File: src/rtl/cpu_types_pkg.sv
// Shared types for the instruction cache: frame layout, address view and FSM states.
package cpu_types_pkg;

   typedef logic [31:0] word_t;

   localparam int unsigned ICACHE_NSETS = 8;
   localparam int unsigned ICACHE_IDX_W = $clog2(ICACHE_NSETS);
   localparam int unsigned ICACHE_TAG_W = 30 - ICACHE_IDX_W;

   typedef struct packed {
      logic                    valid;
      logic [ICACHE_TAG_W-1:0] tag;
      word_t                   data;
   } icache_frame_t;

   typedef struct packed {
      logic [ICACHE_TAG_W-1:0] tag;
      logic [ICACHE_IDX_W-1:0] idx;
      logic [1:0]              bytoff;
   } icachef_t;

   typedef enum logic {
      IDLE,
      FETCH
   } icache_state_t;

endpackage

File: src/rtl/icache_way.sv
// One way of the instruction cache: frame array with a combinational read port,
// a single write port and a whole-array invalidate.
module icache_way
   import cpu_types_pkg::*;
#(
   parameter int unsigned NSETS = ICACHE_NSETS,
   localparam int unsigned IDX_W = $clog2(NSETS)
) (
   input  logic          CLK,
   input  logic          nRST,
   input  logic          flush,
   input  logic [IDX_W-1:0] rd_idx,
   output icache_frame_t rd_frame,
   input  logic          we,
   input  logic [IDX_W-1:0] wr_idx,
   input  icache_frame_t wr_frame
);

   icache_frame_t frames_q [NSETS];
   icache_frame_t frames_d [NSETS];

   always_comb begin
      frames_d = frames_q;
      // flush wins over a write landing in the same cycle
      if (flush) begin
         for (int i = 0; i < NSETS; i++) begin
            frames_d[i].valid = 1'b0;
         end
      end else if (we) begin
         frames_d[wr_idx] = wr_frame;
      end
   end

   always_ff @(posedge CLK) begin
      if (!nRST) begin
         for (int i = 0; i < NSETS; i++) begin
            frames_q[i] <= '0;
         end
      end else begin
         frames_q <= frames_d;
      end
   end

   assign rd_frame = frames_q[rd_idx];

endmodule

File: src/rtl/icache_2way.sv
// Two-way set-associative instruction cache, one-word blocks, LRU replacement,
// zero-latency hits and single-word refills from the memory controller.
module icache_2way
   import cpu_types_pkg::*;
#(
   parameter int unsigned NSETS = ICACHE_NSETS
) (
   input  logic        CLK,
   input  logic        nRST,
   input  logic        imemREN,
   input  logic [31:0] imemaddr,
   input  logic        flush,
   output logic        ihit,
   output logic [31:0] imemload,
   output logic        iREN,
   output logic [31:0] iaddr,
   input  logic        iwait,
   input  logic [31:0] iload
);

   localparam int unsigned IDX_W = $clog2(NSETS);
   localparam int unsigned TAG_W = 30 - IDX_W;

   icache_state_t state_q, state_d;
   logic [31:0]   miss_addr_q, miss_addr_d;
   logic [NSETS-1:0] lru_q, lru_d;

   logic [IDX_W-1:0] req_idx, miss_idx, rd_idx;
   logic [TAG_W-1:0] req_tag, miss_tag;
   icache_frame_t    frame0, frame1, wr_frame;
   logic             hit0, hit1, victim, we0, we1;
   logic             unused_addr_bits;

   assign unused_addr_bits = ^imemaddr[1:0];

   assign req_idx  = imemaddr[IDX_W+1:2];
   assign req_tag  = imemaddr[31:IDX_W+2];
   assign miss_idx = miss_addr_q[IDX_W+1:2];
   assign miss_tag = miss_addr_q[31:IDX_W+2];

   // During a refill both ways are read at the miss set to pick the victim
   assign rd_idx = (state_q == FETCH) ? miss_idx : req_idx;

   assign hit0 = (state_q == IDLE) & imemREN & frame0.valid & (frame0.tag == req_tag);
   assign hit1 = (state_q == IDLE) & imemREN & frame1.valid & (frame1.tag == req_tag);

   assign victim   = !frame0.valid ? 1'b0 : (!frame1.valid ? 1'b1 : lru_q[miss_idx]);
   assign wr_frame = '{valid: 1'b1, tag: miss_tag, data: iload};

   always_comb begin
      state_d     = state_q;
      miss_addr_d = miss_addr_q;
      lru_d       = lru_q;
      we0         = 1'b0;
      we1         = 1'b0;
      unique case (state_q)
         IDLE: begin
            if (hit0 | hit1) begin
               lru_d[req_idx] = hit0;
            end
            if (imemREN && !(hit0 | hit1) && !flush) begin
               miss_addr_d = {imemaddr[31:2], 2'b00};
               state_d     = FETCH;
            end
         end
         FETCH: begin
            if (flush) begin
               state_d = IDLE;
            end else if (!iwait) begin
               we0             = !victim;
               we1             = victim;
               lru_d[miss_idx] = !victim;
               state_d         = IDLE;
            end
         end
      endcase
      if (flush) begin
         lru_d = '0;
      end
   end

   always_ff @(posedge CLK) begin
      if (!nRST) begin
         state_q     <= IDLE;
         miss_addr_q <= '0;
         lru_q       <= '0;
      end else begin
         state_q     <= state_d;
         miss_addr_q <= miss_addr_d;
         lru_q       <= lru_d;
      end
   end

   assign ihit     = hit0 | hit1;
   assign imemload = hit0 ? frame0.data : (hit1 ? frame1.data : '0);
   assign iREN     = (state_q == FETCH);
   assign iaddr    = (state_q == FETCH) ? miss_addr_q : '0;

   icache_way #(.NSETS(NSETS)) u_way0 (
      .CLK      (CLK),
      .nRST     (nRST),
      .flush    (flush),
      .rd_idx   (rd_idx),
      .rd_frame (frame0),
      .we       (we0),
      .wr_idx   (miss_idx),
      .wr_frame (wr_frame)
   );

   icache_way #(.NSETS(NSETS)) u_way1 (
      .CLK      (CLK),
      .nRST     (nRST),
      .flush    (flush),
      .rd_idx   (rd_idx),
      .rd_frame (frame1),
      .we       (we1),
      .wr_idx   (miss_idx),
      .wr_frame (wr_frame)
   );

endmodule

File: config.mk
export PLATFORM = sky130hd
export DESIGN_NAME = icache_2way
export DESIGN_NICKNAME = d
export VERILOG_FILES = /design/src/rtl/cpu_types_pkg.sv /design/src/rtl/icache_way.sv /design/src/rtl/icache_2way.sv
export SDC_FILE = /design/constraint.sdc
export NUM_CORES = 2
export LEC_CHECK = 0
export CAP_MARGIN = 20
export CORE_MARGIN = 2
export CORE_UTILIZATION = 30
export CTS_BUF_LIST = sky130_fd_sc_hd__clkbuf_4 sky130_fd_sc_hd__clkbuf_8
export DETAILED_ROUTE_END_ITERATION = 6
export PLACE_DENSITY = 0.53
export SLEW_MARGIN = 20
export SYNTH_ARGS = -nofsm -noshare
export SYNTH_HDL_FRONTEND = slang
export SYNTH_HIERARCHICAL = 1
export SYNTH_SLANG_ARGS = --single-unit
File: constraint.sdc
create_clock -name CLK -period 7.12 [get_ports CLK]
set_input_delay 1.424 -clock CLK [delete_from_list [all_inputs] [get_ports CLK]]
set_output_delay 1.424 -clock CLK [all_outputs]
set_load 0.02 [all_outputs]
==> summary.md <==
| Metric | Value |
|---|---|
| Pre-CTS WS | `-0.576 ns` |
| Endpoint class of the critical path | `output pin` |
| Fin crit share | `a little over nine tenths` |
| Relative slew slack | `about a quarter` |
| Largest net degree at the start of global routing | `about 200` |
| CTS buffer count | `166` |
| Leakage Power | `around 21 nW` |
| Crit-path max FO | `10` |
| Final Setup Violations | `0` |
| Commonest register cell after synthesis | `dfxtp_1` |
| Top post-synthesis cells by area | `dfxtp_1 (45%), mux2i_1 (22%), mux4_2 (12%), nand2_1 (9.6%), mux2_2 (3.0%)` |
| Die X | `390 um` |
| Reg2reg start | `iREN` |
| DRT Pass-1 Iters | `6` |
| Worst Setup Start Kind | `primary input` |
| Number of global-route vias before repair | `~32k` |
| Port bufs | `130` |
| Post-synth cell types | `50` |
| Most area-hungry cell type in the Yosys netlist | `dfxtp_1` |
| Row Count | `roughly 140` |
| Setup tns final | `0 ns` |
| Commonest cells in the netlist | `nand2_1 (1,138), dfxtp_1 (999), mux2i_1 (991)` |
| Area fraction of the dominant cell type after synthesis | `44.7%` |
| Async S/R FF share, synth | `0%` |
| Syn Area/Cell | `approximately 11 um^2` |
| First-pass GRT wire length | `~200,000 um` |
| Total GRT Usage | `about 17%` |
| Starting Density | `slightly above 30%` |
| WL/cell | `20.6 um` |
| Die ar. | `~150,000 um^2` |
| Core ar. | `about 150,000 um^2` |
| H-Tree Depth | `4` |
| Post-Route WL | `between 100,000 and 150,000 um` |
| PwrDens | `between 200 and 250 nW/um^2` |
| Placement Cell Area | `between 40,000 and 50,000 um^2` |
| WP data arrival | `5.62 ns` |
| Die Y | `just under 400 um` |
| Post-synth EDFFs | `0` |
| CTS Sinks | `999` |
| Post-synthesis register bit count | `around 1,000` |
| Post-synthesis cell area | `between 40,000 and 50,000 um^2` |
| TritonCTS clock tree | `built` |
| Worst vdd ir | `around 0.00020 V` |
| Share of layout cells above drive strength 1 | `about 20%` |
| Final Skew | `0.0420 ns` |
| Crit path required time | `about 5.7 ns` |
| Beginning of the worst hold path | `lru_q[0]` |
| Slew Viols, Final | `0` |
| Worst-case clock buffer depth | `3` |
| Hold buffers post-CTS | `0` |
| Status | `complete, no violations` |
| Worst-Margin Slew | `between 1 and 1.5 ns` |
| Net count, final | `around 4.3k` |
| Number of max-cap violations | `0` |
| Worst min-delay path class | `flop to flop` |
| Vias post-DR | `about 30k` |
| Root buffer cell | `clkbuf_8` |
| Clock latency on the worst-skew pair | `~0.9 ns` |
| Fin area | `52,500 um^2` |
| CP max stage delay | `0.49 ns` |
| Setup CP Type | `primary input to output pin` |
| Area delta synth->final | `17.4%` |
| RSZ-0062 raised after global routing | `no` |
| HPWL Detailed | `between 70,000 and 80,000 um` |
| Crit path cell chain | `clkdlybuf4s50_1, inv_1, o21ai_4, buf_12, buf_16, buf_12, mux4_2, mux2_2, xor2_1, nor4_4, buf_4, nand4_1, nor2_4, buf_12, nor2_4, buf_12, buf_12, a22o_1, dlygate4sd2_1` |
| Clk slew on worst S/H paths | `approximately 0.05 ns` |
| Hold WS | `about 0.45 ns` |
| Via density | `just under 5` |
| Worst setup path start | `imemaddr[3]` |
| Count leader, synth | `nand2_1` |
| Gpl congestion | `between 0.7 and 0.8` |
| Endpoints failing hold | `0` |
| Slowest CP cell | `mux4_2` |
| Achievable clock frequency | `about 140 MHz` |
| I/O pins | `around 140` |
| Routed Antenna Nets | `0` |
| Starting DRT DRC Count | `around 2.1k` |
| # DRC | `0` |
| Initial antenna violation count | `5` |
| CP dominant cell by count | `buf_12` |
| YS warnings | `6` |
| Sequential share of the synthesized area | `around 45%` |
| Fin worst setup slack | `approximately 0.081 ns` |
| Syn Inst Count | `between 4k and 5k` |
| Final Critical Period | `a little over 7 ns` |
| GRT Residual Overflow | `0` |
## per-stage QoR
stage | utilization (%) | total power (W) | cells
6_report | 35.5 | 0.0118 | 6323
5_1_grt | 35.5 | 0.0122 | 6323
4_1_cts | 35.4 | 0.0119 | 6315
3_5_place_dp | 32.9 | 0.00642 | 6015
3_3_place_gp | 32.9 | 0.00642 | 6015
2_1_floorplan | - | 0.00613 | 4110
## per-layer routing
| layer | routed length [um] | up-vias | track usage (%) |
|---|---|---|---|
| met1 | 59300 | 15400 | 21.7 |
| met4 | 3380 | 2 | 5.82 |
| met3 | 4230 | 196 | 2.47 |
| met2 | 63100 | 571 | 28.4 |
| li1 | - | 14700 | - |
| met5 | 10 | - | 0 |
## power by group
part / internal [W] / total, W / switching, W
combinational: 0.000250 / 0.000674 / 0.000424
sequential: 0.00560 / 0.00562 / 0.0000207
clock: 0.00309 / 0.00547 / 0.00238
## cells by family after synthesis
kind of cell	count (synthesis)	synth area share, %
other	2	0.0168
and+or+nand+nor	1284	11.7
xor gates and xnor gates	54	1.06
DFF	999	44.7
AOI/OAI and AO/OA	77	1.38
buffers and inverters	339	3.72
muxes	1353	37.4
## placed cells by master, fill, tap and decap left out, types with 5 or more instances in the layout
cell type / instances
a22o_1: 32
a31oi_1: 8
and2_1: 29
buf_12: 41
buf_4: 148
clkbuf_4: 62
clkbuf_8: 207
clkdlybuf4s50_1: 96
clkinv_2: 7
dfxtp_1: 998
dlygate4sd2_1: 31
inv_1: 9
mux2_2: 120
mux2i_1: 991
mux4_2: 242
nand2_1: 1135
nand2b_1: 7
nand3b_1: 6
nand4_1: 18
nand4b_1: 6
nor2_1: 28
nor2_4: 5
nor3_1: 5
nor3b_2: 6
nor4_1: 9
nor4bb_1: 6
o21ai_0: 6
xnor2_1: 27
xor2_1: 27
## flip-flops by register name, summed over array words and instances (netlist names)
register,count
u_way0/frames_q,480
u_way1/frames_q,480
miss_addr_q,30
lru_q,8
iREN,1
## critical path: cells and delay by family
kind / cells / cell delay (ns)
buffers and inverters: 10 / 1.99
AND/OR/NAND/NOR: 4 / 0.82
multiplexers: 2 / 0.77
AO/OA/AOI/OAI: 2 / 0.37
XOR/XNOR: 1 / 0.18
## worst paths after layout
| path | to | slack (ns) | cells past startpoint |
|---|---|---|---|
| max | imemload[22] | 0.08 | 19 |
| min | lru_q[0] | 0.45 | 2 |
| min reg2reg | lru_q[0] | 0.45 | 2 |
| max reg2reg | u_way0/frames_q[335] | 2.29 | 13 |
## layout make-up
| class | count | area (um^2) |
|---|---|---|
| Clock buffer | 269 | 3310 |
| Timing Repair Buffer | 319 | 3240 |
| Sequential cell | 999 | 20000 |
| Multi-Input combinational cell | 2773 | 23200 |
| Fill cell | 14700 | 95400 |
| Antenna cell | 1 | 2.50 |
| Tap cell | 1930 | 2410 |
| Clock inverter | 23 | 279 |
| Inverter | 9 | 33.8 |
## repair_timing
action                                  4_1_cts  5_1_grt
pin swaps                                     3        3
endpoints found under the setup margin       32       14
gates cloned                                  2        0
setup buffers                                 6        7
resized for setup                            36        2
No activity file was read; power rests on OpenSTA's default activity.
